**config.mk**
```make
export PLATFORM = sky130hd
export DESIGN_NAME = fp_mant_addsub_stage
export DESIGN_NICKNAME = d
export VERILOG_FILES = /design/src/rtl/fp_mant_addsub_stage.sv
export SDC_FILE = /design/constraint.sdc
export NUM_CORES = 1
export LEC_CHECK = 0
export CAP_MARGIN = 20
export CORE_MARGIN = 2
export CORE_UTILIZATION = 30
export DETAILED_ROUTE_END_ITERATION = 8
export PLACE_DENSITY = 0.61
export SLEW_MARGIN = 30
export SYNTH_ARGS = -nofsm -noshare
export SYNTH_HDL_FRONTEND = slang
export SYNTH_SLANG_ARGS = --single-unit
```
**constraint.sdc**
```tcl
create_clock -name clk -period 3.2 [get_ports clk]
set_input_delay 0.48 -clock clk [delete_from_list [all_inputs] [get_ports clk]]
set_output_delay 0.48 -clock clk [all_outputs]
set_load 0.03 [all_outputs]
```
**src/rtl/fp_mant_addsub_stage.sv**
```systemverilog
// Mantissa add/subtract stage of the FP adder: signed-magnitude add with IEEE zero-sign rules,
// elastic valid/ready output through a 2-entry skid buffer. FP_ADD_LZC_EN adds a leading-zero count.
module fp_mant_addsub_stage #(
  parameter int MAN_W = 24,
  parameter int EXP_W = 8,
  parameter int GRS_W = 3,
  localparam int IN_W  = MAN_W + GRS_W,
  localparam int SUM_W = IN_W + 1,
  localparam int LZC_W = $clog2(SUM_W + 1)
) (
  input  logic             clk,
  input  logic             rst,
  input  logic             in_valid,
  output logic             in_ready,
  input  logic [IN_W-1:0]  in_a_man,
  input  logic [IN_W-1:0]  in_b_man,
  input  logic             in_a_sign,
  input  logic             in_b_sign,
  input  logic             in_sub,
  input  logic [EXP_W-1:0] in_exp,
  output logic             out_valid,
  input  logic             out_ready,
  output logic [SUM_W-1:0] out_man,
  output logic             out_sign,
  output logic [EXP_W-1:0] out_exp,
  output logic             out_zero,
  output logic             out_carry,
  output logic [LZC_W-1:0] out_lzc
);

  typedef struct packed {
    logic [SUM_W-1:0] man;
    logic             sign;
    logic [EXP_W-1:0] exp;
    logic             zero;
`ifdef FP_ADD_LZC_EN
    logic [LZC_W-1:0] lzc;
`endif
  } entry_t;

  typedef enum logic [1:0] {EMPTY, ONE, FULL} state_t;

`ifdef FP_ADD_LZC_EN
  function automatic logic [LZC_W-1:0] lzc_f(input logic [SUM_W-1:0] v);
    logic [LZC_W-1:0] n;
    logic             hit;
    n   = '0;
    hit = 1'b0;
    for (int i = SUM_W - 1; i >= 0; i--) begin
      if (!hit) begin
        if (v[i]) hit = 1'b1;
        else      n   = n + LZC_W'(1);
      end
    end
    return n;
  endfunction
`endif

  logic             eff_b, same, a_ge_b;
  logic [SUM_W-1:0] a_x, b_x, mag;
  entry_t           new_e, main_e, skid_e;

  always_comb begin
    a_x    = {1'b0, in_a_man};
    b_x    = {1'b0, in_b_man};
    eff_b  = in_b_sign ^ in_sub;
    same   = (eff_b == in_a_sign);
    a_ge_b = (in_a_man >= in_b_man);
    if (same)        mag = a_x + b_x;
    else if (a_ge_b) mag = a_x - b_x;
    else             mag = b_x - a_x;
    new_e      = '0;
    new_e.man  = mag;
    new_e.exp  = in_exp;
    new_e.zero = (mag == '0);
    // Exact cancellation of opposite signs yields +0; like-signed zeros keep their sign.
    if (same)             new_e.sign = in_a_sign;
    else if (mag == '0)   new_e.sign = 1'b0;
    else                  new_e.sign = a_ge_b ? in_a_sign : eff_b;
`ifdef FP_ADD_LZC_EN
    new_e.lzc  = lzc_f(mag);
`endif
  end

  state_t state, state_nx;
  logic   accept, xfer, load_main, load_skid, pop_skid;

  assign accept = in_valid & in_ready;
  assign xfer   = out_valid & out_ready;

  always_comb begin
    state_nx  = state;
    load_main = 1'b0;
    load_skid = 1'b0;
    pop_skid  = 1'b0;
    case (state)
      EMPTY: if (accept) begin load_main = 1'b1; state_nx = ONE; end
      ONE: begin
        if (accept && xfer)       load_main = 1'b1;
        else if (accept)          begin load_skid = 1'b1; state_nx = FULL; end
        else if (xfer)            state_nx = EMPTY;
      end
      FULL: if (xfer) begin pop_skid = 1'b1; state_nx = ONE; end
      default: state_nx = EMPTY;
    endcase
  end

  // Handshake flags are flopped from the next state so neither depends on out_ready combinationally.
  always_ff @(posedge clk or posedge rst) begin
    if (rst) begin
      state     <= EMPTY;
      in_ready  <= 1'b1;
      out_valid <= 1'b0;
      main_e    <= '0;
      skid_e    <= '0;
    end else begin
      state     <= state_nx;
      in_ready  <= (state_nx != FULL);
      out_valid <= (state_nx != EMPTY);
      if (load_main)     main_e <= new_e;
      else if (pop_skid) main_e <= skid_e;
      if (load_skid)     skid_e <= new_e;
    end
  end

  assign out_man   = main_e.man;
  assign out_sign  = main_e.sign;
  assign out_exp   = main_e.exp;
  assign out_zero  = main_e.zero;
  assign out_carry = main_e.man[SUM_W-1];
`ifdef FP_ADD_LZC_EN
  assign out_lzc   = main_e.lzc;
`else
  assign out_lzc   = '0;
`endif

endmodule

```
# Word level (Yosys, flattened, before mapping)
# Index checks and enable logic that the tools add are counted.
# classes
n_addsub	3
n_lt_le_gt_ge	1
n_eq_ne	4
mux	20
n_bitwise	3
reduce_logical	5
# op_table
operator	count
$mux W38	2
$mux W28	2
$sub A27 B27 Y28	2
$add A27 B27 Y28	1
$logic_not A28 Y1	1
$ge A27 B27 Y1	1
$mux W2	5
$mux W1	9
$pmux W2 S3	1
$reduce_bool A2 Y1	2
$and A1 B1 Y1	2
$eq A2 B1 Y1 const B	1
$eq A2 B2 Y1 const B	1
$logic_not A2 Y1	1
$ne A2 B2 Y1 const B	1
$pmux W1 S2	1
$eq A1 B1 Y1	1
$logic_and A1 B1 Y1	1
$xor A1 B1 Y1	1
# totals
register_bits	80
inputBits	69
out_inout_bits	46
word_cells	47

# Logic depth before layout (Yosys ltp)
# Gate-level depths: netlist of the first run.
# logic_depth
depth_word	7
ltp_mapped	17
mapped_depth_nobuf	15

# Worst setup path before layout of the first run
# OpenSTA, ideal clock, no wires.
# synth_path
path_type	input to register
start	input in_a_man[0]
end	register main_e (netlist bit out_sign)
setup_ns	0.120
arrival_time_ns	3.406
t_required_ns	3.080
setup_slack_ns	-0.326
path_stages	16
path_buffers	1
path_cell_list	inv_1 -> ha_1 -> fa_1 -> nand3b_1 -> a21o_1 -> a21o_1 -> a21o_1 -> buf_2 -> a221o_1 -> a31oi_4 -> xor2_2 -> nand4_1 -> nor4_4 -> nand4_2 -> o21ai_1 -> nand2_1
# synth_via
elab_chain_cells	7
elab_cells_between_ends	11
classes_between	3 x add/sub; 1 x order compare; 6 x mux; 1 x reduce/logical
# synth_lines
element	line	rtl
start, declared	15	input logic [IN_W-1:0] in_a_man,
$sub A27 B27 Y28 (tied with other cells)	71	else mag = b_x - a_x;
$mux W28	70	else if (a_ge_b) mag = a_x - b_x;
$mux W28	69	if (same) mag = a_x + b_x;
$logic_not A28 Y1	78	else if (mag == '0) new_e.sign = 1'b0;
$mux W1 (*)	78	
$mux W1 (*)	77	if (same) new_e.sign = in_a_sign;
$mux W38 (*)	120	if (load_main) main_e <= new_e;
end signal, assigned	120	
end signal, assigned	121	else if (pop_skid) main_e <= skid_e;
end, declared	61	entry_t new_e, main_e, skid_e;
# Mark *: on every way between the ends. The rest lies on a longest branch, timed or not.
# A chain may end at the register's enable or synchronous reset.

# Worst setup path in the final report of the first run
# layout_path
start	input in_b_man[16]
end	register skid_e[9] (netlist bit)
# layout_via
elab_chain_cells	6
elab_cells_between_ends	10
classes_between	3 x add/sub; 1 x order compare; 5 x mux; 1 x reduce/logical
# layout_lines
element	line	rtl
start, declared	16	input logic [IN_W-1:0] in_b_man,
$sub A27 B27 Y28 (tied with other cells)	71	
$mux W28	70	
$mux W28	69	
$logic_not A28 Y1	78	
$mux W1 (*)	78	
$mux W1 (*)	77	
end signal, assigned	122	if (load_skid) skid_e <= new_e;
end, declared	61	
# Marks and branches as above.

==> impl_metrics.ini, run 1 <==
[placement]
hpwl_mm = 24.67
buffer_ports.inserted = 109
gp_congestion = 0.9463
placedInstanceArea_um2 = 12190

[logic_synthesis]
cell_types_with_the_largest_area_share_after_synthesis = sky130_fd_sc_hd__dfrtp_1, sky130_fd_sc_hd__ha_1, sky130_fd_sc_hd__nand2_1
synth_sequential_area_ratio_pct = 23.95
ys_seq_elements = 80
synth_warn = 0
synth-edff-count = 0
synth_top_area_cell = sky130_fd_sc_hd__dfrtp_1
synthArstFlopShare_pct = 100.0
syn-mean-instance-area_um2 = 7.846
synth_largest_type_area_fraction_pct = 23.64
yosysUniqueCellTypes = 88
synth.cell_area_um2 = 8364
synth_ff_type = sky130_fd_sc_hd__dfrtp_1
postSynthCellCount = 1066

[grt]
global_route_wire_length_before_repair_mm = 50.72
grt_start_max_net_pins = 56
grt-ovfl-total = 0
antenna_found_initial = 0
vias_in_the_first_global_route = 9672
global_route.usage.total_pct = 21.68

[drt]
vias_per_cell = 5.135
vias = 9783
drt_first_pass_iters = 5
post_drt_antenna_nets = 0
routedWlPerCell_um = 17.02
postRouteWirelength_mm = 32.42
drt_first_iter_violations = 675
drc_errors = 0

[sta]
worst_clock_skew_ns = 0.005730
timing_hold_violations_final = 0
timing.slew.headroom_pct = 58.18
drv_slew = 0
setup_viol_count_final = 9
fin_crit_sh_pct = 110.6
final.hold.worst_slack_ns = 0.4687
period_needed_ns = 3.539
max_freq_mhz = 282.5
grt_setup_unrepaired = true
tightest_pin_transition_ns = 0.6115
worst_slack_ns = -0.3393

[setup_path]
slowest_stage_cell_crit_path = sky130_fd_sc_hd__o41ai_4
critPathCaptureType = flip-flop
cp_cell_sequence = clkdlybuf4s15_1, ha_4, and4_4, nand4_4, o41ai_4, a211oi_4, buf_6, buf_4, buf_4, a21oi_1, o31ai_4, xnor2_2, nand4_1, nor4_4, nand4_4, o21ai_2, nand2_1
critical_path_arrival_ns = 3.76
worst_path_dominant_cell_family = simple AND/OR/NAND/NOR gates
critical_path.startpoint_type = primary input
cp_slowest_stage_delay_ns = 0.38
worstSetupPathType = primary input to flip-flop
cp_num_buf_inv = 4
worstPathMaxFanout = 5
cp_data_required_time_ns = 3.42

[power_and_ir_drop]
p_sw_share_pct = 42.42
design_internal_power_w = 0.004171
p_leak_nw = 6.527
power.share.sequential_pct = 24.8
worst_ir_drop_vdd_mv = 0.2987
net_switching_power_of_the_design_w = 0.003073
power.share.combinational_pct = 63.0
clkPwrFrac_pct = 12.2
power.density_cell_area_nw_per_um2 = 511.2

[floorplanning]
design.core.area_um2 = 27630
row_count = 61
die-width_um = 171.0
pin_count = 115
dieHeight_um = 171.0
die_area_um2 = 29230
initial_utilization_pct = 30.27

[status]
run_status = finished with violations
violations = negative setup slack

[clocking]
tritoncts = done
ctsHoldBuffers = 0
tritoncts.num_buffers = 9
clock_sink_count = 80
clk_transition_reported_paths_ns = 0.06
clock-root-buffer = sky130_fd_sc_hd__clkbuf_16
max-clock-path-buffers = 2
clk-insertion-delay-late_ns = 0.33
cts_max_level = 3

[hold_path]
timing.hold.worst.class = flip-flop to flip-flop

[final_layout]
drive_above_1_share_pct = 43.61
layout.cell_area.non_filler_um2 = 14170
area_delta_synth_final_pct = 69.42
fill_cells = 2683
finalNetCount = 1680
num_antenna_cells = 0

[run]
max_cap_violations = 0
==> power groups by stage <==
stage	Combinational (W)	Clock, W	Sequential, W
6_report	0.00456	0.000884	0.00180
4_1_cts	0.00434	0.000906	0.00179
2_1_floorplan	0.00178	0	0.00223
3_3_place_gp	0.00395	0	0.00178
5_1_grt	0.00493	0.000949	0.00186
3_5_place_dp	0.00399	0	0.00180
==> metal layers <==
metal / global-route usage [%] / wire length, µm / part of all wire (%) / up-vias
li1: - / - / - / 4771
met1: 29.85 / 15040 / 46 / 4693
met2: 35.66 / 15130 / 47 / 278
met3: 3.354 / 1668 / 5.1 / 41
met4: 4.937 / 585 / 1.8 / 0
met5: 0 / 0 / 0 / -
==> synthesized netlist by cell type (all sizes together) (22+ instances only) <==
master,count
o21ai,70
and3,22
inv,83
nand2,123
a21o,25
a21oi,92
ha,85
nor2,75
buf,35
a31oi,25
dfrtp,79
clkbuf,34
==> final cells by class <==
class | instances | area, µm² | share of cell area (%)
inverter | 83 | 320.3 | 2.260
clock inverter | 1 | 5.005 | 0.03532
sequential | 80 | 2003 | 14.14
timing repair buffer | 511 | 4139 | 29.21
tap | 378 | 473.0 | 3.337
clock buffer | 14 | 244.0 | 1.722
multi-input combinational | 838 | 6987 | 49.30
==> stage by stage <==
step	std cells	power, W	setup WS, ns	TNS [ns]	util, %
5_1_grt	1905	0.007737	-0.4724	-2.736	51.29
3_5_place_dp	1814	0.005799	-1.364	-38.63	44.10
3_3_place_gp	1814	0.005737	-1.341	-36.81	44.10
2_1_floorplan	1070	0.004015	-0.1774	-0.6215	-
6_report	1905	0.007245	-0.3393	-1.537	51.29
4_1_cts	1882	0.007036	-0.3877	-1.696	49.36
==> cells by family (layout without fill, tap and decap cells) <==
family,after synthesis,after routing,share of synthesized area [%]
xor+xnor,22,22,2.393
other cells,1,5,0.04483
fa+ha+maj,88,88,13.43
compound gates,364,364,29.65
mux,18,18,2.393
simple gates,341,341,20.39
buf+inv,152,609,7.749
flops,80,80,23.95
==> tightest hold or removal path, delay by kind of cell, from the launching register on <==
kind	cells	cell delay (ns)
flip-flops	1	0.34
AND/OR/NAND/NOR	2	0.10
==> repair_timing <==
item,4_1_cts,5_1_grt
pin swaps,68,43
cloned,0,0
setup endpoints to repair,55,37
buffers inserted,54,23
resized for setup,281,100
==> sequential cells by signal, summed over array words and instances (netlist names) <==
name	flops
state	2
out_sign	1
out_zero	1
out_exp	8
in_ready	1
skid_e	38
out_man	28
out_valid	1
==> path summary, 6_finish.rpt <==
| path | cells past startpoint | to | start | slack (ns) |
|---|---|---|---|---|
| hold reg to reg | 2 | out_exp[7]$_DFFE_PP0P_ | out_exp[7]$_DFFE_PP0P_ | 0.47 |
| setup reg to reg | 7 | skid_e[9]$_DFFE_PP0P_ | in_ready$_DFF_PP1_ | 1.19 |
| max in group asynchronous | 3 | in_ready$_DFF_PP1_ | rst | 2.00 |
| setup / recovery | 17 | skid_e[9]$_DFFE_PP0P_ | in_b_man[16] | -0.34 |
| min in group asynchronous | 2 | skid_e[7]$_DFFE_PP0P_ | rst | 0.49 |
| hold / removal | 2 | out_exp[7]$_DFFE_PP0P_ | out_exp[7]$_DFFE_PP0P_ | 0.47 |
==> layout by cell type (no fill, tap or decap), types with 30 or more instances in the layout <==
cell                                n
sky130_fd_sc_hd__clkdlybuf4s50_1   55
sky130_fd_sc_hd__ha_4              30
sky130_fd_sc_hd__a21oi_1           68
sky130_fd_sc_hd__nor2_1            68
sky130_fd_sc_hd__buf_4            375
sky130_fd_sc_hd__o21ai_0           53
sky130_fd_sc_hd__ha_1              49
sky130_fd_sc_hd__nand2_1          121
sky130_fd_sc_hd__inv_1             57
sky130_fd_sc_hd__dfrtp_1           79
No activity file was read; power rests on OpenSTA's default activity.
==> run 2, diff against run 1 <==
PLACE_DENSITY = 0.51   (was 0.61)
==> impl_metrics.ini, run 2 (same netlist as run 1, synthesis figures left out) <==
[hold_path]
timing.hold.worst.class = flip-flop to flip-flop

[drt]
drc_errors = 0
routedWlPerCell_um = 16.93
post_drt_antenna_nets = 0
vias = 9840
postRouteWirelength_mm = 32.40
drt_first_iter_violations = 708
vias_per_cell = 5.141
drt_first_pass_iters = 5

[placement]
placedInstanceArea_um2 = 12370
hpwl_mm = 24.93
buffer_ports.inserted = 109
gp_congestion = 0.9758

[setup_path]
slowest_stage_cell_crit_path = sky130_fd_sc_hd__or3b_4
worstPathMaxFanout = 8
cp_cell_sequence = dlygate4sd2_1, ha_4, buf_4, nand4_1, o41ai_4, buf_4, a211oi_4, buf_8, buf_4, o2111ai_4, a31oi_4, xnor2_2, or3b_4, nor4_4, nand4_2, o21ai_1, nand2_1
critPathCaptureType = flip-flop
critical_path.startpoint_type = primary input
cp_data_required_time_ns = 3.42
worstSetupPathType = primary input to flip-flop
critical_path_arrival_ns = 3.72
cp_slowest_stage_delay_ns = 0.39
most_prevalent_standard_cell_on_the_critical_path = sky130_fd_sc_hd__buf_4

[power_and_ir_drop]
power.density_cell_area_nw_per_um2 = 523.1
fin_total_pwr_w = 0.007432
p_leak_nw = 6.575
worst_ir_drop_vdd_mv = 0.3273

[clocking]
cts_max_level = 3
tritoncts = done
max-clock-path-buffers = 2
clk-insertion-delay-late_ns = 0.33
clk_transition_reported_paths_ns = 0.06
clock-root-buffer = sky130_fd_sc_hd__clkbuf_16
tritoncts.num_buffers = 9
clock_sink_count = 80
ctsHoldBuffers = 0

[sta]
worst_slack_ns = -0.3063
fin_crit_sh_pct = 109.6
timing.slew.headroom_pct = 55.02
period_needed_ns = 3.506
max_freq_mhz = 285.2
tightest_pin_transition_ns = 0.6740
grt_setup_unrepaired = true
timing_hold_violations_final = 0
drv_slew = 0
setup_viol_count_final = 4
worst_clock_skew_ns = 0.005374

[grt]
vias_in_the_first_global_route = 9640
grt-ovfl-total = 0
global_route.usage.total_pct = 21.64
antenna_found_initial = 0
grt_start_max_net_pins = 46
global_route_wire_length_before_repair_mm = 50.60

[floorplanning]
initial_utilization_pct = 30.27
die_area_um2 = 29230
die-width_um = 171.0
row_count = 61
dieHeight_um = 171.0
pin_count = 115
design.core.area_um2 = 27630

[final_layout]
flip_flop_count_of_the_largest_register_all_copies_and_words_added = 38
finalNetCount = 1688
area_delta_synth_final_pct = 69.84
drive_above_1_share_pct = 44.27
layout_common_cells = sky130_fd_sc_hd__buf_4, sky130_fd_sc_hd__nand2_1, sky130_fd_sc_hd__dfrtp_1, sky130_fd_sc_hd__nor2_1, sky130_fd_sc_hd__a21oi_1
mostFrequentLayoutCell = sky130_fd_sc_hd__buf_4
largest-register = skid_e
num_antenna_cells = 0
layout.cell_area.non_filler_um2 = 14210

[status]
violations = negative setup slack
run_status = finished with violations

[run]
max_cap_violations = 0
run 2: cell count changes in the layout (fill, tap and decap cells not counted), moves of 5 or more:
cell / delta
sky130_fd_sc_hd__buf_4: +10
sky130_fd_sc_hd__xnor2_1: +5
sky130_fd_sc_hd__clkdlybuf4s15_2: -5
sky130_fd_sc_hd__clkdlybuf4s15_1: -17
sky130_fd_sc_hd__buf_6: -8
sky130_fd_sc_hd__o21ai_1: +7
sky130_fd_sc_hd__o21ai_0: -5
sky130_fd_sc_hd__xnor2_2: -5
sky130_fd_sc_hd__clkbuf_2: +21
run 2: area by class of cell:
type / count / area (µm²)
multi-input combinational: 838 / 6953
inverter: 83 / 322.8
timing repair buffer: 519 / 4131
sequential: 80 / 2003
clock inverter: 5 / 80.08
clock buffer: 11 / 242.7
tap: 378 / 473.0
fill: 2720 / 13420
run 2: power by group:
part	leakage [nW]	total (W)	switching, W	internal [W]
Sequential	0.960	0.00180	0.000286	0.00151
Clock	0.152	0.00109	0.000391	0.000703
Combinational	5.46	0.00454	0.00240	0.00213
run 2: worst max-delay path: cells and delay by family:
family,cells,cell delay (ns)
and+or+nand+nor,5,1.08
xor gates and xnor gates,1,0.10
adders and majority gates,1,0.26
AOI/OAI and AO/OA,5,0.88
buffers and inverters,5,0.91
run 2: final timing paths:
check	start	to	slack, ns	cells past startpoint
max in group asynchronous	rst	skid_e[11]$_DFFE_PP0P_	1.99	3
worst min-delay path	skid_e[4]$_DFFE_PP0P_	out_exp[3]$_DFFE_PP0P_	0.48	2
min in group asynchronous	rst	out_exp[5]$_DFFE_PP0P_	0.56	2
worst min register to register	skid_e[4]$_DFFE_PP0P_	out_exp[3]$_DFFE_PP0P_	0.48	2
worst max-delay path	in_b_man[3]	out_sign$_DFFE_PP0P_	-0.31	17
worst max register to register	in_ready$_DFF_PP1_	out_sign$_DFFE_PP0P_	1.36	7
run 2: what timing repair did:
| item | CTS | global route |
|---|---|---|
| pin swaps | 72 | 48 |
| setup endpoints to repair | 52 | 30 |
| resized for setup | 248 | 144 |
| buffers inserted | 44 | 23 |
run 2: per-layer routing:
layer	up-vias	routed length [µm]	global-route usage [%]
li1	4783	-	-
met1	4696	15120	30.30
met2	318	14920	35.34
met3	43	1706	2.429
met4	0	646	5.637
met5	-	0	0
run 2: through the flow:
stage               worst slack, ns  hold WS, ns  instances  TNS (ns)  util, %
floorplan                   -0.1774       0.4497       1070   -0.6215        -
global placement             -1.287       0.4594       1833    -37.14    44.76
detailed placement           -1.301       0.4646       1833    -38.74    44.76
CTS                         -0.2753       0.4795       1892    -1.040    49.71
global route                -0.4980       0.4974       1914    -2.608    51.42
finish                      -0.3063       0.4758       1914    -1.115    51.42
==> run 3, diff against run 2 <==
PLACE_DENSITY = 0.53   (was 0.51)
clock period = 3.04 ns   (was 3.2 ns; I/O delays follow)
==> impl_metrics.ini, run 3 (same netlist as run 1, synthesis figures left out) <==
[sta]
timing.slew.headroom_pct = 49.97
worst_slack_ns = -0.3664
setup_viol_count_final = 11
grt_setup_unrepaired = true
period_needed_ns = 3.406
final.hold.worst_slack_ns = 0.4697
timing_hold_violations_final = 0
tightest_pin_transition_ns = 0.7477
drv_slew = 0
worst_clock_skew_ns = 0.006656
max_freq_mhz = 293.6
fin_crit_sh_pct = 112.1

[power_and_ir_drop]
fin_total_pwr_w = 0.007871
power.share.sequential_pct = 23.9
design_internal_power_w = 0.004611
power.share.combinational_pct = 61.6
worst_ir_drop_vdd_mv = 0.3497
p_leak_nw = 6.664
clkPwrFrac_pct = 14.5
p_sw_share_pct = 41.42
power.density_cell_area_nw_per_um2 = 542.7
net_switching_power_of_the_design_w = 0.003260

[placement]
gp_congestion = 0.9750
buffer_ports.inserted = 109
hpwl_mm = 24.78

[drt]
post_drt_antenna_nets = 0
vias = 9754
drc_errors = 0
routedWlPerCell_um = 16.93
postRouteWirelength_mm = 32.38
vias_per_cell = 5.101
drt_first_pass_iters = 5
drt_first_iter_violations = 691

[final_layout]
largest-register = skid_e
num_antenna_cells = 0
fill_cells = 2663
finalNetCount = 1686
area_delta_synth_final_pct = 73.40
layout_common_cells = sky130_fd_sc_hd__buf_4, sky130_fd_sc_hd__nand2_1, sky130_fd_sc_hd__dfrtp_1, sky130_fd_sc_hd__a21oi_1, sky130_fd_sc_hd__nor2_1
drive_above_1_share_pct = 45.76
mostFrequentLayoutCell = sky130_fd_sc_hd__buf_4
flip_flop_count_of_the_largest_register_all_copies_and_words_added = 38

[clocking]
tritoncts = done
clock-root-buffer = sky130_fd_sc_hd__clkbuf_16
max-clock-path-buffers = 2
clock_sink_count = 80
clk-insertion-delay-late_ns = 0.34
clk_transition_reported_paths_ns = 0.06
cts_max_level = 3
tritoncts.num_buffers = 9

[setup_path]
worstSetupPathType = primary input to flip-flop
critical_path.reg2reg.endpoint = out_man[15]$_DFFE_PP0P_
critical_path.reg2reg.startpoint = out_valid$_DFF_PP0_
critPathCaptureType = flip-flop
reg2reg_slack_ns = 1.01
cp_data_required_time_ns = 3.26
worstPathMaxFanout = 4
rr_worst_depth = 7
critical_path_arrival_ns = 3.63
critical_path.startpoint_type = primary input

[grt]
vias_in_the_first_global_route = 9618
grt_start_max_net_pins = 81
global_route_wire_length_before_repair_mm = 50.80
global_route.usage.total_pct = 21.85
grt-ovfl-total = 0
antenna_found_initial = 0

[hold_path]
hold_path_startpoint = out_exp[4]$_DFFE_PP0P_
timing.hold.worst_path_depth = 2
whs_endpoint = out_exp[4]$_DFFE_PP0P_
timing.hold.worst.class = flip-flop to flip-flop

[floorplanning]
die-width_um = 171.0
dieHeight_um = 171.0
die_area_um2 = 29230
design.core.area_um2 = 27630
initial_utilization_pct = 30.27
row_count = 61
pin_count = 115

[status]
run_status = finished with violations
violations = negative setup slack

[run]
max_cap_violations = 0
[run 3: cell types whose count changed in the layout (fill, tap and decap cells not counted), sizes merged]
cell	change
dlygate4sd2	-12
clkbuf	-20
clkinv	+2
clkdlybuf4s15	+4
buf	+25
clkinvlp	-1
[run 3: cell type report]
class | count | area [µm²] | area share [%]
repair buffers | 517 | 4335 | 29.89
clock buffers | 10 | 239.0 | 1.648
well taps | 378 | 473.0 | 3.261
inverters | 83 | 332.8 | 2.295
clock inverters | 6 | 82.58 | 0.5694
flip-flops and latches | 80 | 2003 | 13.81
multi-input cells | 838 | 7038 | 48.52
[run 3: repair_timing]
action                                  4_1_cts  5_1_grt
buffers inserted                             50       24
endpoints found under the setup margin       56       36
cloned                                        1        0
endpoints found under the hold margin         0        0
pin swaps                                    92       78
hold buffers                                  0        0
resized for setup                           345      173
[run 3: worst max path at each step]
stage                     slack [ns]                     to  cells past startpoint    startpoint
after floorplan                -0.31   out_sign$_DFFE_PP0P_                     14   in_b_man[6]
after global placement         -1.39   out_sign$_DFFE_PP0P_                     17   in_b_man[0]
after detailed placement       -1.42  skid_e[9]$_DFFE_PP0P_                     17   in_a_man[2]
after CTS                      -0.37  skid_e[9]$_DFFE_PP0P_                     17   in_a_man[0]
after global routing           -0.58   out_sign$_DFFE_PP0P_                     16  in_b_man[15]
final                          -0.37  skid_e[9]$_DFFE_PP0P_                     17   in_a_man[0]
[run 3: power groups by stage]
stage	sequential, W	clock (W)	combinational (W)
final	0.00188	0.00114	0.00485
after global routing	0.00194	0.00121	0.00522
after CTS	0.00188	0.00117	0.00461
after detailed placement	0.00190	0	0.00423
after global placement	0.00188	0	0.00420
after floorplan	0.00235	0	0.00188
[run 3: through the flow]
step | cells | util (%) | setup TNS (ns) | cell area, µm² | setup WS (ns)
global route | 1912 | 52.50 | -3.822 | 14500 | -0.5834
finish | 1912 | 52.50 | -1.589 | 14500 | -0.3664
detailed placement | 1828 | 44.53 | -44.78 | 12300 | -1.415
floorplan | 1070 | - | -1.165 | 8509 | -0.3134
CTS | 1894 | 50.47 | -1.546 | 13940 | -0.3719
global placement | 1828 | 44.53 | -43.32 | 12300 | -1.389
[run 3: worst max-delay path: stages]
cell	delay [ns]
sky130_fd_sc_hd__buf_8	0.08
sky130_fd_sc_hd__inv_4	0.03
sky130_fd_sc_hd__ha_4	0.15
sky130_fd_sc_hd__fa_2	0.35
sky130_fd_sc_hd__nand3b_1	0.19
sky130_fd_sc_hd__a21o_1	0.20
sky130_fd_sc_hd__a21o_1	0.21
sky130_fd_sc_hd__a21o_4	0.26
sky130_fd_sc_hd__buf_6	0.12
sky130_fd_sc_hd__a221o_1	0.38
sky130_fd_sc_hd__a31oi_4	0.16
sky130_fd_sc_hd__xor2_2	0.16
sky130_fd_sc_hd__nand4_1	0.17
sky130_fd_sc_hd__nor4_4	0.35
sky130_fd_sc_hd__nand4_2	0.17
sky130_fd_sc_hd__o21ai_1	0.11
sky130_fd_sc_hd__nand2_1	0.06
[run 3: per-layer routing]
metal	GRT usage, %	wire length [µm]	part of all wire (%)	vias to the layer above
li1	-	-	-	4758
met1	29.65	15110	47	4682
met2	36.64	15170	47	262
met3	2.406	1440	4.4	52
met4	6.190	665	2.1	0
met5	0	0	0	-
